## src/rtl/bch15_7_decoder.sv

```systemverilog
// bch15_7_decoder: serial-search BCH(15,7) decoder correcting up to two bit errors
module bch15_7_decoder (
  input  logic        clk,
  input  logic        rst,
  input  logic        in_valid,
  output logic        in_ready,
  input  logic [14:0] in_code,
  output logic        out_valid,
  input  logic        out_ready,
  output logic [6:0]  out_data,
  output logic [1:0]  out_err_cnt,
  output logic        out_uncorr
);
  typedef enum logic [1:0] {IDLE, SEARCH, OUT} state_t;
  localparam logic [7:0] cols [15] = '{8'hD1, 8'h73, 8'hE6, 8'h1D, 8'h3A, 8'h74, 8'hE8,
                                       8'h01, 8'h02, 8'h04, 8'h08, 8'h10, 8'h20, 8'h40, 8'h80};
  state_t      state;
  logic [6:0]  data;
  logic [7:0]  syn;
  logic [3:0]  j;
  logic        done;
  logic [7:0]  x;
  logic [3:0]  k;
  logic        single, dbl, hit;
  logic [6:0]  fix;
  function automatic logic [7:0] parity(input logic [6:0] d);
    return {d[0] ^ d[2] ^ d[6],
            d[0] ^ d[1] ^ d[2] ^ d[5] ^ d[6],
            d[1] ^ d[2] ^ d[4] ^ d[5] ^ d[6],
            d[0] ^ d[1] ^ d[3] ^ d[4] ^ d[5],
            d[3] ^ d[4] ^ d[6],
            d[2] ^ d[3] ^ d[5],
            d[1] ^ d[2] ^ d[4],
            d[0] ^ d[1] ^ d[3]};
  endfunction
  // One candidate position j per cycle; the partner k is found by a parallel column compare.
  always_comb begin
    x = syn ^ cols[j];
    dbl = 1'b0;
    k = 4'd0;
    for (int i = 0; i < 15; i++)
      if (!dbl && 4'(i) != j && x == cols[i]) begin
        dbl = 1'b1;
        k = 4'(i);
      end
    single = x == 8'h0;
    hit = syn == 8'h0 || single || dbl;
    fix = (syn == 8'h0) ? 7'h0 :
          ((j < 4'd7) ? 7'h1 << j : 7'h0) ^ ((dbl && k < 4'd7) ? 7'h1 << k : 7'h0);
  end
  // The result is captured one edge before OUT is entered, giving the E0+2+j latency.
  always_ff @(posedge clk)
    if (rst) begin
      state <= IDLE;
      in_ready <= 1'b1;
      out_valid <= 1'b0;
      data <= 7'h0;
      syn <= 8'h0;
      j <= 4'd0;
      done <= 1'b0;
      out_data <= 7'h0;
      out_err_cnt <= 2'd0;
      out_uncorr <= 1'b0;
    end else
      case (state)
        IDLE:
          if (in_valid) begin
            data <= in_code[6:0];
            syn <= in_code[14:7] ^ parity(in_code[6:0]);
            j <= 4'd0;
            done <= 1'b0;
            in_ready <= 1'b0;
            state <= SEARCH;
          end
        SEARCH:
          if (done) begin
            out_valid <= 1'b1;
            state <= OUT;
          end else if (hit) begin
            out_data <= data ^ fix;
            out_err_cnt <= (syn == 8'h0) ? 2'd0 : single ? 2'd1 : 2'd2;
            out_uncorr <= 1'b0;
            done <= 1'b1;
          end else if (j == 4'd14) begin
            out_data <= data;
            out_err_cnt <= 2'd0;
            out_uncorr <= 1'b1;
            done <= 1'b1;
          end else
            j <= j + 4'd1;
        OUT:
          if (out_ready) begin
            out_valid <= 1'b0;
            in_ready <= 1'b1;
            state <= IDLE;
          end
        default: state <= IDLE;
      endcase
endmodule

```

## config.mk

```make
export PLATFORM = sky130hd
export DESIGN_NAME = bch15_7_decoder
export DESIGN_NICKNAME = d
export VERILOG_FILES = /design/src/rtl/bch15_7_decoder.sv
export SDC_FILE = /design/constraint.sdc
export NUM_CORES = 1
export LEC_CHECK = 0
export BUFFER_PORTS_ARGS = -buffer_cell sky130_fd_sc_hd__buf_2
export CAP_MARGIN = 10
export CORE_MARGIN = 10
export CORE_UTILIZATION = 25
export CTS_BUF_LIST = sky130_fd_sc_hd__clkbuf_2 sky130_fd_sc_hd__clkbuf_4 sky130_fd_sc_hd__clkbuf_8
export DETAILED_ROUTE_END_ITERATION = 10
export GPL_TIMING_DRIVEN = 0
export PLACE_DENSITY_LB_ADDON = 0.1
export SETUP_SLACK_MARGIN = 0.3
export SYNTH_ARGS = -nofsm -noshare
export SYNTH_HDL_FRONTEND = slang
export SYNTH_SLANG_ARGS = --single-unit
```

## constraint.sdc

```tcl
create_clock -name clk -period 4.85 [get_ports clk]
set_clock_uncertainty 0.05 [all_clocks]
set_input_delay 0.2425 -clock clk [delete_from_list [all_inputs] [get_ports clk]]
set_output_delay 0.2425 -clock clk [all_outputs]
set_load 0.005 [all_outputs]
```

==> report_table.html <==
<table>
<tr><th>Metric</th><th>Value</th></tr>
<tr><th colspan="2">STA</th></tr>
<tr><td>Final setup TNS</td><td>0 ns</td></tr>
<tr><td>Max transition margin</td><td>about 56%</td></tr>
<tr><td>Final Critical Period</td><td>roughly 3.7 ns</td></tr>
<tr><td>Total count of max-transition violations in the final report</td><td>0</td></tr>
<tr><td>RSZ-0062 raised after global routing</td><td>false</td></tr>
<tr><td>Setup-failing EPs final</td><td>0</td></tr>
<tr><td>Part of the cycle the worst path needs</td><td>around three quarters</td></tr>
<tr><td>Maximum operating frequency</td><td>about 270 MHz</td></tr>
<tr><td>Measured slew at the worst slew-check pin</td><td>0.649 ns</td></tr>
<tr><td>Number of hold-slack violations in the final timing report</td><td>0</td></tr>
<tr><th colspan="2">Critical path</th></tr>
<tr><td>Stage delay of the slowest cell on the critical path</td><td>around 0.63 ns</td></tr>
<tr><td>CP Launch Type</td><td>flop</td></tr>
<tr><td>Endpoint required time on the critical path</td><td>about 5.0 ns</td></tr>
<tr><td>Kind of cell with the highest combined delay on the critical path</td><td>compound AO/OA/AOI/OAI gates</td></tr>
<tr><td>Endpoint arrival time on the critical path</td><td>3.87 ns</td></tr>
<tr><td>Standard cell with the maximum stage delay on the critical path</td><td>sky130_fd_sc_hd__a2111oi_1</td></tr>
<tr><td>Crit-path cells</td><td>buf_2 &gt; inv_1 &gt; ha_1 &gt; mux2_4 &gt; a21oi_2 &gt; xnor2_1 &gt; a2111oi_1 &gt; a31o_1 &gt; a22oi_2 &gt; nand4_2 &gt; nand2b_2 &gt; nand3b_1 &gt; o2bb2ai_1</td></tr>
<tr><td>Crit path buffers/inverters</td><td>2</td></tr>
<tr><td>Endpoint type of the worst setup path</td><td>flop</td></tr>
<tr><td>Setup Crit Path Kind</td><td>reg2reg</td></tr>
<tr><td>Largest fanout on the critical path</td><td>9</td></tr>
<tr><th colspan="2">Pwr</th></tr>
<tr><td>Clock Power Share</td><td>approximately 31%</td></tr>
<tr><td>Worst IR Drop VDD</td><td>0.000159 V</td></tr>
<tr><td>Combinational share of power</td><td>between 30% and 40%</td></tr>
<tr><td>Sequential Power Share</td><td>36.4%</td></tr>
<tr><td>Power density over the cells</td><td>between 200 and 300 nW/µm²</td></tr>
<tr><td>Sw power</td><td>roughly 0.00029 W</td></tr>
<tr><td>Fraction of power spent switching nets</td><td>between 30% and 40%</td></tr>
<tr><td>Static Leakage</td><td>about 1.2 nW</td></tr>
<tr><td>Cell internal power dissipation</td><td>between 0.0005 and 0.0006 W</td></tr>
<tr><th colspan="2">Clock tree</th></tr>
<tr><td>Post-CTS Setup Repair Bufs</td><td>0</td></tr>
<tr><td>Clock-pin transition on the worst setup and hold timing paths</td><td>~0.070 ns</td></tr>
<tr><td>Clock tree from TritonCTS</td><td>done</td></tr>
<tr><td>Number of H-tree levels</td><td>2</td></tr>
<tr><td>TritonCTS sink count</td><td>34</td></tr>
<tr><td>Maximum clock path buffer count</td><td>2</td></tr>
<tr><td>Clock latency reported for the late side of the worst-skew pair</td><td>0.28 ns</td></tr>
<tr><td>Total CTS buffers</td><td>5</td></tr>
<tr><td>Post-cts resize count</td><td>0</td></tr>
<tr><td>Hold-fix buffer count after cts</td><td>0</td></tr>
<tr><td>Root cell of the clock tree</td><td>sky130_fd_sc_hd__clkbuf_8</td></tr>
<tr><th colspan="2">Synthesis</th></tr>
<tr><td>Predominant post-synthesis flop cell</td><td>sky130_fd_sc_hd__dfxtp_1</td></tr>
<tr><td>Post-synthesis area per instance</td><td>roughly 7.9 µm²</td></tr>
<tr><td>#FFs+latches synth</td><td>34</td></tr>
<tr><td>Post-synth ARST share</td><td>0%</td></tr>
<tr><td>Total standard cell area after synthesis</td><td>between 2000 and 3000 µm²</td></tr>
<tr><td>Count of yosys warnings during synthesis</td><td>0</td></tr>
<tr><td>Post-Synthesis Net Count</td><td>around 400</td></tr>
<tr><td>Sequential cell area fraction in the yosys report</td><td>between 20% and 30%</td></tr>
<tr><td>Count of flip-flops with a built-in enable after synthesis</td><td>0</td></tr>
<tr><td>Cell variety after synth</td><td>67</td></tr>
<tr><td>Number of instances in the synthesized netlist</td><td>~370</td></tr>
<tr><th colspan="2">Die</th></tr>
<tr><td>Overall die height</td><td>127 µm</td></tr>
<tr><td>Core Area</td><td>11,300 µm²</td></tr>
<tr><td>Row count</td><td>39</td></tr>
<tr><td>Effective utilization at floorplan</td><td>roughly 25%</td></tr>
<tr><td>Boundary pin count</td><td>31</td></tr>
<tr><td>DIE AREA</td><td>16,200 µm²</td></tr>
<tr><td>Die extent in x</td><td>about 130 µm</td></tr>
<tr><th colspan="2">Detailed routing</th></tr>
<tr><td>Post-DRT Antenna Nets</td><td>0</td></tr>
<tr><td>Number of design rule violations left after detail routing</td><td>0</td></tr>
<tr><td>Post-DR vias/cell</td><td>between 4 and 5</td></tr>
<tr><td>Number of DRC markers in iteration 0</td><td>134</td></tr>
<tr><td>Detailed-route via count</td><td>2,658</td></tr>
<tr><td>Number of optimization iterations in the first detailed-route pass</td><td>4</td></tr>
<tr><td>WL final</td><td>roughly 9000 µm</td></tr>
<tr><td>Wire length per cell after detailed routing</td><td>16.4 µm</td></tr>
<tr><th colspan="2">GRT</th></tr>
<tr><td>Number of global-route vias before repair</td><td>around 2,600</td></tr>
<tr><td>GRT Resource Usage Total</td><td>11.0%</td></tr>
<tr><td>Antenna violations before repair</td><td>0</td></tr>
<tr><td>Maximum number of pins on one net before global-route repair</td><td>11</td></tr>
<tr><td>Final global-route overflow total</td><td>0</td></tr>
<tr><td>Wire length of the first global-routing pass</td><td>~15,000 µm</td></tr>
<tr><th colspan="2">Min path</th></tr>
<tr><td>Path category of the worst min-delay check</td><td>in2reg</td></tr>
<tr><th colspan="2">Cells and area</th></tr>
<tr><td>Layout fillers</td><td>1,253</td></tr>
<tr><td>Multi-input gate area in the final layout</td><td>around 2000 µm²</td></tr>
<tr><td>Area growth, synth to finish</td><td>15.2%</td></tr>
<tr><td>Antenna fix cells</td><td>0</td></tr>
<tr><td>Ratio of cells with drive above 1 in the final layout</td><td>between 15 and 20%</td></tr>
<tr><td>Fin nets</td><td>428</td></tr>
<tr><td>Post-layout instance count excluding filler cells</td><td>545</td></tr>
<tr><td>Sequential cell area in the final layout</td><td>roughly 680 µm²</td></tr>
<tr><th colspan="2">Place</th></tr>
<tr><td>Number of I/O port buffers</td><td>29</td></tr>
<tr><td>Final weighted congestion in routability-driven placement</td><td>roughly 0.8</td></tr>
<tr><td>Final HPWL DP</td><td>between 7000 and 8000 µm</td></tr>
<tr><td>Cell count after placement</td><td>about 540</td></tr>
<tr><th colspan="2">Status</th></tr>
<tr><td>Status</td><td>complete, no violations</td></tr>
<tr><th colspan="2">Flow run</th></tr>
<tr><td>Max-cap violations</td><td>0</td></tr>
</table>
[logic make-up (layout without fill, tap and decap cells)]
logic type	Yosys count	count (layout)	synth area share (%)
xor+xnor	52	52	16.3
buf+inv	35	71	5.87
simple gates	131	131	24.4
flops	34	34	23.7
compound gates	98	98	22.9
mux	8	8	3.48
fa+ha+maj	8	8	3.39
[cell type report]
type                       count  share of cell area, %
sequential                    34                   20.5
clock buffer                   6                   2.49
buffer                        27                   4.19
multi-input combinational    297                   61.2
inverter                       8                  0.906
clock inverter                 1                  0.906
timing repair buffer          29                   4.38
tap                          143                   5.40
[cell usage in the layout, fill, tap and decap left out, types with 5 or more instances in the layout]
cell,netlist,layout
sky130_fd_sc_hd__nor3b_1,5,5
sky130_fd_sc_hd__nand3_1,5,5
sky130_fd_sc_hd__nor3_1,14,14
sky130_fd_sc_hd__nor2_1,31,31
sky130_fd_sc_hd__clkbuf_1,14,14
sky130_fd_sc_hd__buf_2,9,38
sky130_fd_sc_hd__a211oi_1,9,9
sky130_fd_sc_hd__a22oi_1,5,5
sky130_fd_sc_hd__xor2_1,15,15
sky130_fd_sc_hd__nor4_1,5,5
sky130_fd_sc_hd__nand2b_1,11,11
sky130_fd_sc_hd__inv_1,8,8
sky130_fd_sc_hd__o2bb2ai_1,8,8
sky130_fd_sc_hd__ha_1,7,7
sky130_fd_sc_hd__nand2_1,32,32
sky130_fd_sc_hd__o21ai_1,8,8
sky130_fd_sc_hd__xnor2_1,35,35
sky130_fd_sc_hd__a21oi_1,32,32
sky130_fd_sc_hd__clkbuf_8,0,6
sky130_fd_sc_hd__o21ai_0,8,8
sky130_fd_sc_hd__dfxtp_1,34,34
[through the flow]
step           area (µm²)  total power, W  hold slack (ns)  utilization, %  setup WS (ns)
4_1_cts              3310        0.000873            0.208            29.3           1.10
3_5_place_dp         3200        0.000601            0.399            28.3           1.15
5_1_grt              3310        0.000916            0.209            29.3          0.849
6_report             3310        0.000859            0.204            29.3           1.14
3_3_place_gp         3200        0.000604            0.396            28.3           1.05
2_1_floorplan        2880        0.000525            0.328               -           1.81
[worst min-delay path: stages]
cell and delay [ns]:
sky130_fd_sc_hd__buf_2 0.13, sky130_fd_sc_hd__nand2_1 0.06, sky130_fd_sc_hd__a21oi_1 0.05
[registers in the layout, indices dropped and copies added, names as in the netlist, 2 cells and up]
register     count
out_data         7
j                4
syn              8
data             7
state            2
out_err_cnt      2
[metal layers]
layer  wire, µm  vias to the layer above  global-route usage (%)
li1           -                     1372                       -
met1       4150                     1213                    14.5
met2       4130                       58                    17.5
met3        465                       15                    2.03
met4        214                        0                    4.22
met5          0                        -                       0
[cells in the mapped netlist, drive strengths merged (2+ instances only)]
library cell   n  area share, %
a211oi         9            2.3
a21oi         35            6.5
a22oi          6            1.7
a31oi          4            1.1
and2           4           0.96
buf           13            3.0
clkbuf        14            1.8
dfxtp         34             24
ha             7            3.0
inv            8            1.0
mux2           3            1.3
mux2i          5            2.2
nand2         32            4.2
nand2b        12            2.7
nand3          5           0.87
nand3b         2           0.52
nor2          32            4.3
nor2b          4           0.87
nor3          15            2.8
nor3b          5            1.3
nor4           7            2.3
nor4b          2           0.83
o21ai         16            2.8
o21bai         3           0.78
o22ai          3           0.65
o2bb2ai        8            2.4
or2            3           0.65
or3            2           0.43
or4            2           0.52
xnor2         35             11
xor2          17            5.7
[power by group through the flow]
stage                     Combinational, W  Clock, W  Sequential, W
after floorplan                   0.000211         0       0.000314
after global placement            0.000285         0       0.000319
after detailed placement          0.000282         0       0.000319
after CTS                         0.000284  0.000277       0.000313
after global routing              0.000312  0.000289       0.000315
final                             0.000281  0.000266       0.000313
[path summary, 6_finish.rpt]
kind | to | slack, ns | cells past startpoint | start
worst max-delay path | out_data[4]$_SDFFE_PP0P_ | 1.14 | 13 | j[1]$_SDFFE_PP0P_
worst min-delay path | data[6]$_SDFFE_PP0P_ | 0.20 | 3 | in_code[6]
worst max register to register | out_data[4]$_SDFFE_PP0P_ | 1.14 | 13 | j[1]$_SDFFE_PP0P_
worst min register to register | out_data[5]$_SDFFE_PP0P_ | 0.42 | 1 | out_data[5]$_SDFFE_PP0P_
(Power assumes the default switching activity.)
